==> src/rtl/uart_command_system.sv <==
// UART command processor: received bytes drive a command FSM over a 16x8 register file
// and a 16-bit ALU; read and ALU results are returned as UART frames.
module uart_command_system #(
  parameter int unsigned DATA_WIDTH               = 8,
  parameter int unsigned REGISTER_FILE_DEPTH      = 16,
  parameter int unsigned SYNCHRONIZER_STAGE_COUNT = 2,
  parameter int unsigned CLKS_PER_BIT             = 8
) (
  input  logic reference_clk,
  input  logic reset,
  input  logic serial_data_in,
  output logic serial_data_out,
  output logic parity_error,
  output logic frame_error,
  output logic transmitter_busy
);

  localparam int unsigned ADDR_W  = $clog2(REGISTER_FILE_DEPTH);
  localparam int unsigned RES_W   = 2 * DATA_WIDTH;
  localparam int unsigned CNT_W   = $clog2(CLKS_PER_BIT);
  localparam int unsigned FRAME_W = DATA_WIDTH + 3;
  localparam int unsigned BIT_W   = $clog2(FRAME_W);

  localparam logic [DATA_WIDTH-1:0] OP_WRITE = DATA_WIDTH'(8'hAA);
  localparam logic [DATA_WIDTH-1:0] OP_READ  = DATA_WIDTH'(8'hBB);
  localparam logic [DATA_WIDTH-1:0] OP_CALC  = DATA_WIDTH'(8'hCC);
  localparam logic [DATA_WIDTH-1:0] OP_REDO  = DATA_WIDTH'(8'hDD);

  typedef enum logic [3:0] {
    IDLE, WR_ADDR, WR_DATA, RD_ADDR, OP_A, OP_B, ALU_FN, SEND_LO, SEND_HI
  } state_t;

  // Unsigned 8-bit operands, 16-bit result.
  function automatic logic [RES_W-1:0] alu(input logic [DATA_WIDTH-1:0] a,
                                           input logic [DATA_WIDTH-1:0] b,
                                           input logic [3:0] fn);
    logic [RES_W-1:0] ax;
    logic [RES_W-1:0] bx;
    logic [DATA_WIDTH-1:0] zero;
    ax   = {{DATA_WIDTH{1'b0}}, a};
    bx   = {{DATA_WIDTH{1'b0}}, b};
    zero = '0;
    case (fn)
      4'h0:    return ax + bx;
      4'h1:    return ax - bx;
      4'h2:    return ax * bx;
      4'h3:    return (b == zero) ? '0 : {zero, a / b};
      4'h4:    return {zero, a & b};
      4'h5:    return {zero, a | b};
      4'h6:    return {zero, ~(a & b)};
      4'h7:    return {zero, ~(a | b)};
      4'h8:    return {zero, a ^ b};
      4'h9:    return {zero, ~(a ^ b)};
      4'hA:    return {{(RES_W-1){1'b0}}, a == b};
      4'hB:    return {{(RES_W-1){1'b0}}, a > b};
      4'hC:    return {{(RES_W-1){1'b0}}, a < b};
      4'hD:    return {zero, a >> 1};
      4'hE:    return ax << 1;
      default: return '0;
    endcase
  endfunction

  logic [SYNCHRONIZER_STAGE_COUNT-1:0] sync_q;
  logic rx_line;

  always_ff @(posedge reference_clk) begin
    if (reset) sync_q <= '1;
    else       sync_q <= {sync_q[SYNCHRONIZER_STAGE_COUNT-2:0], serial_data_in};
  end
  assign rx_line = sync_q[SYNCHRONIZER_STAGE_COUNT-1];

  // Receiver: mid-bit sampling, data and parity shifted in LSB first.
  logic                  rx_prev, rx_active, rx_good, rx_bad;
  logic [CNT_W-1:0]      rx_cnt;
  logic [BIT_W-1:0]      rx_bit;
  logic [DATA_WIDTH:0]   rx_shift;
  logic [DATA_WIDTH-1:0] rx_byte;

  always_ff @(posedge reference_clk) begin
    if (reset) begin
      rx_prev      <= 1'b1;
      rx_active    <= 1'b0;
      rx_good      <= 1'b0;
      rx_bad       <= 1'b0;
      rx_cnt       <= '0;
      rx_bit       <= '0;
      rx_shift     <= '0;
      rx_byte      <= '0;
      parity_error <= 1'b0;
      frame_error  <= 1'b0;
    end else begin
      rx_prev <= rx_line;
      rx_good <= 1'b0;
      rx_bad  <= 1'b0;
      if (!rx_active) begin
        if (rx_prev && !rx_line) begin
          rx_active <= 1'b1;
          rx_cnt    <= CNT_W'(CLKS_PER_BIT / 2 - 1);
          rx_bit    <= '0;
        end
      end else if (rx_cnt != '0) begin
        rx_cnt <= rx_cnt - CNT_W'(1);
      end else if (rx_bit == '0) begin
        rx_active <= !rx_line;  // a start bit that has gone high was a glitch
        rx_bit    <= BIT_W'(1);
        rx_cnt    <= CNT_W'(CLKS_PER_BIT - 1);
      end else if (rx_bit == BIT_W'(FRAME_W - 1)) begin
        rx_active    <= 1'b0;
        parity_error <= ^rx_shift;
        frame_error  <= !rx_line;
        rx_byte      <= rx_shift[DATA_WIDTH-1:0];
        rx_good      <= !(^rx_shift) && rx_line;
        rx_bad       <= (^rx_shift) || !rx_line;
      end else begin
        rx_shift <= {rx_line, rx_shift[DATA_WIDTH:1]};
        rx_bit   <= rx_bit + BIT_W'(1);
        rx_cnt   <= CNT_W'(CLKS_PER_BIT - 1);
      end
    end
  end

  // Transmitter: a full frame, then one idle bit period before the next load.
  logic                  tx_start_c, tx_ready_c;
  logic [DATA_WIDTH-1:0] tx_byte_c;
  logic [FRAME_W-1:0]    tx_shift;
  logic [CNT_W-1:0]      tx_cnt, tx_gap;
  logic [BIT_W-1:0]      tx_bit;

  assign tx_ready_c = !transmitter_busy && (tx_gap == '0);

  always_ff @(posedge reference_clk) begin
    if (reset) begin
      serial_data_out  <= 1'b1;
      transmitter_busy <= 1'b0;
      tx_shift         <= '1;
      tx_cnt           <= '0;
      tx_gap           <= '0;
      tx_bit           <= '0;
    end else if (!transmitter_busy) begin
      if (tx_gap != '0) begin
        tx_gap <= tx_gap - CNT_W'(1);
      end else if (tx_start_c) begin
        tx_shift         <= {1'b1, ^tx_byte_c, tx_byte_c, 1'b0};
        serial_data_out  <= 1'b0;
        transmitter_busy <= 1'b1;
        tx_cnt           <= CNT_W'(CLKS_PER_BIT - 1);
        tx_bit           <= '0;
      end
    end else if (tx_cnt != '0) begin
      tx_cnt <= tx_cnt - CNT_W'(1);
    end else if (tx_bit == BIT_W'(FRAME_W - 1)) begin
      transmitter_busy <= 1'b0;
      serial_data_out  <= 1'b1;
      tx_gap           <= CNT_W'(CLKS_PER_BIT - 1);
    end else begin
      tx_shift        <= {1'b1, tx_shift[FRAME_W-1:1]};
      serial_data_out <= tx_shift[1];
      tx_bit          <= tx_bit + BIT_W'(1);
      tx_cnt          <= CNT_W'(CLKS_PER_BIT - 1);
    end
  end

  // Command FSM and its datapath.
  state_t                state, state_next;
  logic [DATA_WIDTH-1:0] regs [REGISTER_FILE_DEPTH];
  logic [ADDR_W-1:0]     addr_q, reg_addr_c;
  logic [DATA_WIDTH-1:0] reg_data_c;
  logic [RES_W-1:0]      result_q, result_c;
  logic                  single_q, single_c;
  logic                  accept_c, reg_we_c, addr_we_c, result_we_c;

  assign accept_c = rx_good && !transmitter_busy;

  always_ff @(posedge reference_clk) begin
    if (reset) state <= IDLE;
    else       state <= state_next;
  end

  always_comb begin
    state_next = state;
    case (state)
      IDLE: if (accept_c) begin
        if      (rx_byte == OP_WRITE) state_next = WR_ADDR;
        else if (rx_byte == OP_READ)  state_next = RD_ADDR;
        else if (rx_byte == OP_CALC)  state_next = OP_A;
        else if (rx_byte == OP_REDO)  state_next = ALU_FN;
      end
      WR_ADDR: if (accept_c) state_next = WR_DATA;
      WR_DATA: if (accept_c) state_next = IDLE;
      RD_ADDR: if (accept_c) state_next = SEND_LO;
      OP_A:    if (accept_c) state_next = OP_B;
      OP_B:    if (accept_c) state_next = ALU_FN;
      ALU_FN:  if (accept_c) state_next = SEND_LO;
      SEND_LO: if (tx_ready_c) state_next = single_q ? IDLE : SEND_HI;
      SEND_HI: if (tx_ready_c) state_next = IDLE;
      default: state_next = IDLE;
    endcase
    if (rx_bad && state != SEND_LO && state != SEND_HI) state_next = IDLE;
  end

  always_comb begin
    reg_we_c    = 1'b0;
    reg_addr_c  = addr_q;
    reg_data_c  = rx_byte;
    addr_we_c   = 1'b0;
    result_we_c = 1'b0;
    result_c    = '0;
    single_c    = 1'b0;
    tx_start_c  = 1'b0;
    tx_byte_c   = result_q[DATA_WIDTH-1:0];
    case (state)
      WR_ADDR: addr_we_c = accept_c;
      WR_DATA: reg_we_c  = accept_c;
      RD_ADDR: begin
        result_we_c = accept_c;
        single_c    = 1'b1;
        result_c    = {{DATA_WIDTH{1'b0}}, regs[rx_byte[ADDR_W-1:0]]};
      end
      OP_A: begin
        reg_we_c   = accept_c;
        reg_addr_c = ADDR_W'(0);
      end
      OP_B: begin
        reg_we_c   = accept_c;
        reg_addr_c = ADDR_W'(1);
      end
      ALU_FN: begin
        result_we_c = accept_c;
        result_c    = alu(regs[0], regs[1], rx_byte[3:0]);
      end
      SEND_LO: tx_start_c = tx_ready_c;
      SEND_HI: begin
        tx_start_c = tx_ready_c;
        tx_byte_c  = result_q[RES_W-1:DATA_WIDTH];
      end
      default: ;
    endcase
  end

  always_ff @(posedge reference_clk) begin
    if (reset) begin
      for (int i = 0; i < REGISTER_FILE_DEPTH; i++) regs[i] <= '0;
      addr_q   <= '0;
      result_q <= '0;
      single_q <= 1'b0;
    end else begin
      if (reg_we_c)  regs[reg_addr_c] <= reg_data_c;
      if (addr_we_c) addr_q <= rx_byte[ADDR_W-1:0];
      if (result_we_c) begin
        result_q <= result_c;
        single_q <= single_c;
      end
    end
  end

endmodule

==> config.mk <==
export PLATFORM = sky130hd
export DESIGN_NAME = uart_command_system
export DESIGN_NICKNAME = d
export VERILOG_FILES = /design/src/rtl/uart_command_system.sv
export SDC_FILE = /design/constraint.sdc
export NUM_CORES = 1
export LEC_CHECK = 0
export CORE_UTILIZATION = 42
export DETAILED_ROUTE_END_ITERATION = 16
export GPL_TIMING_DRIVEN = 1
export PLACE_DENSITY = 0.57
export SLEW_MARGIN = 20
export SYNTH_ARGS = -nofsm -noshare
export SYNTH_HDL_FRONTEND = slang
export SYNTH_SLANG_ARGS = --single-unit
==> constraint.sdc <==
create_clock -name reference_clk -period 21.1 [get_ports reference_clk]
set_input_delay 4.22 -clock reference_clk [delete_from_list [all_inputs] [get_ports reference_clk]]
set_output_delay 4.22 -clock reference_clk [all_outputs]
set_load 0.02 [all_outputs]
==> qor.csv, run 1 <==
metric,value,unit
M1 GR Usage,0.302,
GRT Total Usage,0.220,
global-route wire length before repair,62100,µm
CTS resizes,0,
global placer's final weighted congestion,0.924,
Initial Util,0.431,
Worst-Margin Slew,1.07,ns
maxcap violations,0,
pre-CTS setup slack,8.89,ns
drt first pass iters,5,
fin. max-slew vios,0,
Post-Synthesis Cells,1524,
DR iter-0 viols,895,
routed wire length,39200,µm
GR peak layer,met2,
fillers,3262,
GRT Residual Overflow,0,
worst rel slew slack,0.283,
worst setup path start,regs[1][7]$_SDFFCE_PN0P_,
CTS buffer count,23,
proportion of layout cells with a drive suffix above 1,0.101,
post-synthesis sequential area ratio,0.366,
worst hold-check path type,flop to flop,
H-tree levels,1,
Setup crit end kind,flop,
buffers plus inverters on the worst setup path,1,
"most common cell after layout, fill and taps aside",nor2_1,
Clock Tree Buf Depth,3,
die height,191,µm
hold buffers post-CTS,0,
vias per inst,5.76,
CP max-delay cell,nor4_4,
Yosys cell types,89,
Mapped Avg Cell Area,9.84,µm²
"EDFF count, synth",128,
Finish-stage setup viols,0,
Area Overhead vs Synth,7.37,%
CTS tree,done,
synthesized area,15000,µm²
most frequent cells in the layout,"nor2_1 (157), edfxtp_1 (128), ha_1 (110), inv_1 (95), nor3_1 (93)",
Yosys warning count,0,
Worst R2R Start,regs[1][7]$_SDFFCE_PN0P_,
CP Max Fanout,14,
launch point of the worst hold path,sync_q[0]$_SDFF_PP1_,
antenna violations before repair,0,
core area,34800,µm²
DIE WIDTH,191,µm
Critical Path Most Common Cell,ha_1,
Routed Antenna Nets,0,
detailed placement HPWL,27700,µm
Most used DFF post-synth,edfxtp_1,
Worst Setup Start Kind,flop,
Util after Layout,0.462,
Nets,1628,
cell family contributing the most delay on the critical path,compound AO/OA/AOI/OAI gates,
Ant. Diodes,0,
DR WL/cell,20.1,µm
critical path's largest stage delay,0.91,ns
drt drc,0,
DIE AREA,36400,µm²
post-synthesis register bit count,210,
Fin. Hold Viols,0,
Clock Tree Root,clkbuf_16,
Vias,11232,
PortBufs,6,
status,finished clean,
clock slew at reported path FFs,0.06,ns
IO Pins,7,
vias in the first global route,11043,
Leakage,6.19,nW
final period utilization,0.588,
CTS Sinks,210,
met3 usage,0.0409,
largest net degree at the start of global routing,84,
Pwr Density,65.5,nW/µm²
skew final,0.0220,ns
"Clk Latency, worst-skew pair",0.53,ns
RSZ-0062 raised after global routing,no,
Max IR drop VDD,0.0550,mV
CP required,21.51,ns
GR Layer Usage met2,0.349,
"Async S/R FF share, synth",0,
Final Critical Period,12.41,ns
Sum Neg Setup Slack,0,ns
kind of critical path,flop to flop,
net count after synthesis,1675,
Max Fclk,0.0806,GHz
crit path DAT,12.82,ns
post-CTS repair timing setup buffer count,0,
setup slack after layout,8.69,ns
Rows,68,
## report_power, final
group	switching, W	internal (W)	leakage [nW]
logic	0.000109	0.0000831	3.85
clock network	0.000165	0.000228	0.361
registers	0.0000209	0.000448	1.98
## synthesized netlist by cell type (15+ instances only)
library cell / number / share of area
and2_1: 67 / 0.028
dfxtp_1: 82 / 0.11
o21ai_0: 52 / 0.017
nor3_1: 93 / 0.031
a21o_1: 15 / 0.0075
mux2i_1: 38 / 0.025
nor2b_1: 24 / 0.010
fa_1: 38 / 0.051
nor2_1: 158 / 0.040
nand2b_1: 21 / 0.0088
mux4_2: 40 / 0.060
xnor2_1: 40 / 0.023
ha_1: 110 / 0.092
nand2_1: 90 / 0.023
clkbuf_1: 63 / 0.016
a21oi_1: 61 / 0.020
o21a_1: 18 / 0.0090
buf_2: 17 / 0.0057
nand3_1: 21 / 0.0070
or2_2: 25 / 0.010
edfxtp_1: 128 / 0.26
inv_1: 95 / 0.024
## cells by family after synthesis
group           synth area share
xor+xnor                  0.0316
fa+ha+maj                  0.143
mux                       0.0957
buf+inv                   0.0518
simple gates               0.186
compound gates             0.127
flops                      0.366
## stage by stage
step	power [W]	cells	hold WS [ns]	area [µm²]
detailed placement	0.000668	1907	0.394	15300
finish	0.00105	1949	0.407	16100
floorplan	0.000624	1524	0.389	15000
CTS	0.00106	1949	0.409	16100
global route	0.00111	1949	0.415	16100
global placement	0.000664	1907	0.393	15300
## sequential cells by signal, indices dropped and copies added, names as in the netlist, 4 cells and up, named ones only
name / count
reg_data_c: 8
regs: 128
rx_shift: 9
tx_bit: 4
result_q: 16
rx_bit: 4
tx_shift: 9
state: 4
addr_q: 4
## layer usage
| layer | vias to the layer above | routed length (µm) |
|---|---|---|
| li1 | 5382 | - |
| met1 | 5464 | 17700 |
| met2 | 314 | 17800 |
| met3 | 72 | 2450 |
| met4 | 0 | 1280 |
| met5 | - | 0 |
## layout make-up
class / instances / area [µm²] / area share
sequential: 210 / 5490 / 0.341
timing repair buffer: 23 / 183 / 0.0114
clock buffer: 31 / 646 / 0.0401
inverter: 99 / 372 / 0.0231
multi-input combinational: 1120 / 8740 / 0.543
clock inverter: 11 / 95.1 / 0.00591
tap: 455 / 569 / 0.0354
## final timing paths
kind,to,cells past startpoint,slack (ns)
hold / removal,sync_q[1]$_SDFF_PP1_,1,0.41
hold reg to reg,sync_q[1]$_SDFF_PP1_,1,0.41
setup reg to reg,result_q[0]$_SDFFE_PP0P_,44,8.69
setup / recovery,result_q[0]$_SDFFE_PP0P_,44,8.69
(Power assumes the default switching activity.)
==> inputs of run 2 (changes only) <==
--- a/config.mk
+++ b/config.mk
@@ -8,7 +8,7 @@
 export CORE_UTILIZATION = 42
 export DETAILED_ROUTE_END_ITERATION = 16
 export GPL_TIMING_DRIVEN = 1
-export PLACE_DENSITY = 0.57
+export PLACE_DENSITY = 0.59
 export SLEW_MARGIN = 20
 export SYNTH_ARGS = -nofsm -noshare
 export SYNTH_HDL_FRONTEND = slang
==> constraint.sdc (replaced) <==
create_clock -name reference_clk -period 10.95 [get_ports reference_clk]
set_input_delay 2.19 -clock reference_clk [delete_from_list [all_inputs] [get_ports reference_clk]]
set_output_delay 2.19 -clock reference_clk [all_outputs]
set_load 0.02 [all_outputs]
==> run 2 against run 1 <==
Net effect: maximum frequency grew 18%; critical endpoint unchanged; combinational power up 120%; clock power rose by 97%; non-clock buffer count increased by 24; cell count grew 1.2%; die area is the same; critical path depth increased by 4; largest cell class unchanged; largest power group unchanged.
==> qor.csv, run 2 (synthesis results as in run 1) <==
metric,value,unit,change
Max Fclk,0.0947,GHz,+18%
Non-Filler Instances,1973,,+1.2%
detailed placement HPWL,28100,µm,+1.5%
global-route wire length before repair,63700,µm,+2.6%
Rows,68,,unchanged
Worst-Margin Slew,1.06,ns,-0.00664 ns
fin. max-slew vios,0,,unchanged
global placer's final weighted congestion,0.975,,+5.5%
Net Sw Power,0.000595,W,+100%
die height,191,µm,unchanged
Final Critical Period,10.56,ns,-1.85 ns
IO Pins,7,,unchanged
Clock Tree Buf Depth,3,,unchanged
PortBufs,6,,unchanged
crit path DAT,10.98,ns,-1.84 ns
max reg flops,128,,unchanged
"most common cell after layout, fill and taps aside",nor2_1,,
Pwr Density,127,nW/µm²,+93%
CTS Sinks,210,,unchanged
Leakage,6.34,nW,+2.4%
maxcap violations,0,,unchanged
kind of critical path,flop to flop,,
proportion of layout cells with a drive suffix above 1,0.130,,+0.0294
Sum Neg Setup Slack,0,ns,unchanged
Largest Register,regs,,
CTS tree,done,,
vias in the first global route,11325,,+2.6%
CTS buffer count,23,,unchanged
Fin. Hold Viols,0,,unchanged
Finish-stage setup viols,0,,unchanged
DR WL/cell,20.2,µm,+0.17%
drt first pass iters,5,,unchanged
antenna violations before repair,1,,+1
CP Max Fanout,7,,-7
Area Overhead vs Synth,9.75,%,
clock slew at reported path FFs,0.07,ns,about the same
status,finished clean,,
GRT Residual Overflow,0,,unchanged
Routed Antenna Nets,0,,unchanged
Net Sw Frac,0.285,,+0.00570
largest net degree at the start of global routing,84,,unchanged
worst rel slew slack,0.291,,+0.00742
"Clk Latency, worst-skew pair",0.53,ns,about the same
skew final,0.0298,ns,+0.00779 ns
routed wire length,39800,µm,+1.4%
Worst Setup Start Kind,flop,,
DP Cell Count,1924,,+0.89%
vias per inst,5.83,,+1.1%
hold_ws,0.411,ns,+0.00461 ns
Flop pwr share,0.430,,-0.015
GRT Total Usage,0.223,,+0.00347
total power,0.00209,W,+98%
DIE AREA,36400,µm²,unchanged
CP max-delay cell,edfxtp_1,,
top flop regs,"regs: 128 flops, result_q: 16 flops",,
Nets,1652,,+1.5%
Ant. Diodes,0,,unchanged
Comb power frac,0.199,,+0.017
DIE WIDTH,191,µm,unchanged
power share of the clock group,0.371,,-0.002
Critical Path Most Common Cell,ha_1,,
H-tree levels,1,,unchanged
Setup crit end kind,flop,,
most frequent cells in the layout,"nor2_1 (156), edfxtp_1 (128), ha_1 (104), inv_1 (95), nor3_1 (91)",,
DR iter-0 viols,872,,-2.6%
Initial Util,0.431,,unchanged
drt drc,0,,unchanged
critical path's largest stage delay,0.43,ns,-0.48 ns
Vias,11493,,+2.3%
Util after Layout,0.473,,+0.0102
worst hold-check path type,flop to flop,,
CP required,11.37,ns,-10.14 ns
final period utilization,0.965,,+0.376
Power Internal,0.00149,W,+96%
Clock Tree Root,clkbuf_16,,
core area,34800,µm²,unchanged
Max IR drop VDD,0.0938,mV,+71%
[run 2: cell types whose count changed in the layout (fill, tap and decap cells not counted), sizes merged]
cell and change:
clkinv -2, bufinv +1, buf +24, clkbuf -2, clkinvlp +2, inv +1
[run 2: metal layers]
metal,up-vias,share of wire,track usage
met3,66,0.055,0.0246
met5,-,0,0
met1,5676,0.44,0.304
met4,0,0.025,0.0612
li1,5414,-,-
met2,337,0.48,0.374
[run 2: final timing paths]
path	endpoint	cells past startpoint	slack (ns)	startpoint
setup reg to reg	result_q[0]$_SDFFE_PP0P_	48	0.39	regs[1][4]$_SDFFCE_PN0P_
hold / removal	sync_q[1]$_SDFF_PP1_	1	0.41	sync_q[0]$_SDFF_PP1_
hold reg to reg	sync_q[1]$_SDFF_PP1_	1	0.41	sync_q[0]$_SDFF_PP1_
setup / recovery	result_q[0]$_SDFFE_PP0P_	48	0.39	regs[1][4]$_SDFFCE_PN0P_
[run 2: area by class of cell]
| cell class | instances | area, µm² |
|---|---|---|
| Multi-Input combinational cell | 1120 | 8910 |
| Clock buffer | 29 | 608 |
| Inverter | 99 | 372 |
| Sequential cell | 210 | 5490 |
| Tap cell | 455 | 569 |
| Clock inverter | 13 | 136 |
| Timing Repair Buffer | 47 | 367 |
| Fill cell | 3240 | 18300 |
[run 2: through the flow]
step                      setup slack, ns  instance area (µm²)
after detailed placement           -0.285                15500
after CTS                          0.0258                16200
final                               0.388                16500
after global placement              0.109                15500
after global routing              -0.0978                16500
after floorplan                     0.405                15000
[run 2: worst max-delay path, delay by kind of cell, from the launching register on]
| kind | cells | cell delay (ns) |
|---|---|---|
| flip-flops | 1 | 0.43 |
| multiplexers | 3 | 0.90 |
| AND/OR/NAND/NOR | 12 | 2.89 |
| AO/OA/AOI/OAI | 24 | 4.21 |
| adder cells (fa/ha/maj) | 7 | 1.81 |
| buffers and inverters | 2 | 0.22 |
[run 2: timing repair]
action / in CTS / in global routing
setup buffers: 0 / 7
endpoints found under the hold margin: 0 / 0
pin swaps: 2 / 15
endpoints found under the setup margin: 1 / 1
hold buffers: 0 / 0
resized for setup: 7 / 29
[run 2: power groups by stage]
stage | Sequential (W) | Clock (W) | Combinational (W)
floorplan | 0.000890 | 0 | 0.000313
global placement | 0.000912 | 0 | 0.000372
detailed placement | 0.000913 | 0 | 0.000382
CTS | 0.000896 | 0.000786 | 0.000388
global route | 0.000901 | 0.000817 | 0.000463
finish | 0.000897 | 0.000773 | 0.000415
==> inputs of run 3 (changes only) <==
--- a/config.mk
+++ b/config.mk
@@ -5,7 +5,9 @@
 export SDC_FILE = /design/constraint.sdc
 export NUM_CORES = 1
 export LEC_CHECK = 0
+export CORE_MARGIN = 4
 export CORE_UTILIZATION = 42
+export CTS_CLUSTER_DIAMETER = 100
 export DETAILED_ROUTE_END_ITERATION = 16
 export GPL_TIMING_DRIVEN = 1
 export PLACE_DENSITY = 0.59
==> run 3 against run 2 <==
Net effect: register-to-register slack hardly changed; clock power grew 9.8%; clock-buffer cell count rose by 5; die area rose by 6.4%; clock skew shrank 0.00063 ns; sequential cell count stayed put; wire length grew 0.71%; non-clock buffer count increased by 3; critical endpoint unchanged.
==> qor.csv, run 3 (synthesis results as in run 1) <==
metric,value,unit,change
CP Max Fanout,7,,unchanged
top flop regs,"regs: 128 flops, result_q: 16 flops",,
"reg-to-reg slack, setup",0.39,ns,about the same
drt drc,0,,unchanged
most frequent cells in the layout,"nor2_1 (155), edfxtp_1 (128), ha_1 (103), inv_1 (95), nor3_1 (91)",,
Max Fclk,0.0947,GHz,about the same
CTS tree,done,,
CP required,11.38,ns,about the same
"Clk Latency, worst-skew pair",0.54,ns,about the same
fin. max-slew vios,0,,unchanged
antenna violations before repair,1,,unchanged
worst setup path start,regs[1][7]$_SDFFCE_PN0P_,,
Worst-Margin Slew,1.04,ns,-0.0247 ns
largest net degree at the start of global routing,83,,-1.2%
Util after Layout,0.476,,+0.00286
hold buffers post-CTS,0,,unchanged
Area Overhead vs Synth,10.7,%,
Nets,1656,,+0.24%
crit path DAT,10.99,ns,about the same
Seq. cell area,5490,µm²,unchanged
worst hold-check path type,flop to flop,,
worst rel slew slack,0.301,,+0.0109
DR WL/cell,20.3,µm,+0.46%
drt first pass iters,7,,+2
GRT Residual Overflow,0,,unchanged
Worst Setup Start Kind,flop,,
Pwr Density,130,nW/µm²,+2.8%
area of the multi-input gates,8910,µm²,about the same
reg2reg end,result_q[0]$_SDFFE_PP0P_,,
CP max-delay cell,edfxtp_1,,
DIE WIDTH,197,µm,+3.1%
proportion of layout cells with a drive suffix above 1,0.137,,+0.00614
PortBufs,6,,unchanged
Finish-stage setup viols,0,,unchanged
Largest Register,regs,,
Initial Util,0.430,,-0.00105
Ant. Diodes,0,,unchanged
Vias,11481,,-0.10%
routed wire length,40100,µm,+0.71%
IO Pins,7,,unchanged
Fin. Hold Viols,0,,unchanged
GRT Total Usage,0.204,,-0.0188
fillers,3337,,+3.0%
clock slew at reported path FFs,0.06,ns,about the same
"most common cell after layout, fill and taps aside",nor2_1,,
CTS buffer count,24,,+4.3%
Leakage,6.42,nW,+1.2%
Routed Antenna Nets,0,,unchanged
global-route wire length before repair,63300,µm,-0.66%
FF-to-FF path depth,46,,-4.2%
kind of critical path,flop to flop,,
Final Critical Period,10.56,ns,+0.000623 ns
H-tree levels,1,,unchanged
Clock Tree Buf Depth,3,,unchanged
core area,34900,µm²,+0.24%
vias in the first global route,11359,,+0.30%
Clock Tree Root,clkbuf_16,,
die height,197,µm,+3.1%
total power,0.00216,W,+3.7%
Worst R2R Start,regs[1][7]$_SDFFCE_PN0P_,,
CTS Sinks,210,,unchanged
Rows,68,,unchanged
DIE AREA,38800,µm²,+6.4%
Max IR drop VDD,0.121,mV,+29%
detailed placement HPWL,28300,µm,+0.76%
maxcap violations,0,,unchanged
status,finished clean,,
DR iter-0 viols,893,,+2.4%
global placer's final weighted congestion,0.930,,-4.7%
max reg flops,128,,unchanged
final period utilization,0.965,,about the same
Setup crit end kind,flop,,
vias per inst,5.80,,-0.36%
Setup crit end,result_q[0]$_SDFFE_PP0P_,,
critical path's largest stage delay,0.42,ns,about the same
skew final,0.0292,ns,-0.000625 ns
## run 3: repair_timing
| action | 4_1_cts | 5_1_grt |
|---|---|---|
| buffers inserted | 0 | 10 |
| setup endpoints to repair | 1 | 1 |
| pin swaps | 1 | 17 |
| gates resized for setup | 7 | 29 |
| gates cloned | 0 | 0 |
## run 3: stage by stage
step	instance area, µm²	cells	hold WS, ns	TNS, ns	setup slack [ns]
floorplan	15000	1524	0.389	0	0.405
global placement	15500	1924	0.391	0	0.0931
detailed placement	15500	1924	0.396	-0.294	-0.294
CTS	16400	1968	0.411	0	0.0401
global route	16600	1978	0.438	-0.0593	-0.0593
finish	16600	1978	0.410	0	0.388
## run 3: routing by layer
metal  wire, µm  GRT usage  vias up
li1           -          -     5435
met5          0          0        -
met3       2460     0.0306       78
met1      17500      0.278     5667
met4       1340     0.0647        0
met2      18700      0.339      301
## run 3: worst max-delay path, delay by kind of cell (launching register included)
family / cells / cell delay (ns)
buf+inv: 2 / 0.22
compound gates: 23 / 4.39
simple gates: 10 / 2.48
fa+ha+maj: 7 / 1.73
flops: 1 / 0.42
mux: 4 / 1.19
## run 3: worst min-delay path by stage
stage | start | depth (start not counted) | slack, ns | to
CTS | sync_q[0]$_SDFF_PP1_ | 1 | 0.41 | sync_q[1]$_SDFF_PP1_
finish | sync_q[0]$_SDFF_PP1_ | 1 | 0.41 | sync_q[1]$_SDFF_PP1_
detailed placement | sync_q[0]$_SDFF_PP1_ | 1 | 0.40 | sync_q[1]$_SDFF_PP1_
global placement | sync_q[0]$_SDFF_PP1_ | 1 | 0.39 | sync_q[1]$_SDFF_PP1_
global route | sync_q[0]$_SDFF_PP1_ | 1 | 0.44 | sync_q[1]$_SDFF_PP1_
floorplan | sync_q[0]$_SDFF_PP1_ | 1 | 0.39 | sync_q[1]$_SDFF_PP1_
## run 3: power by group
group / leakage [nW] / switching (W) / internal [W]
sequential: 1.98 / 0.0000316 / 0.000864
combinational: 4.00 / 0.000235 / 0.000184
clock: 0.430 / 0.000333 / 0.000515
## run 3: final cells by class
type,count,share of cell area
Tap cell,455,0.0343
Clock buffer,34,0.0440
Inverter,99,0.0224
Clock inverter,10,0.00792
Multi-Input combinational cell,1120,0.537
Sequential cell,210,0.331
Timing Repair Buffer,50,0.0235
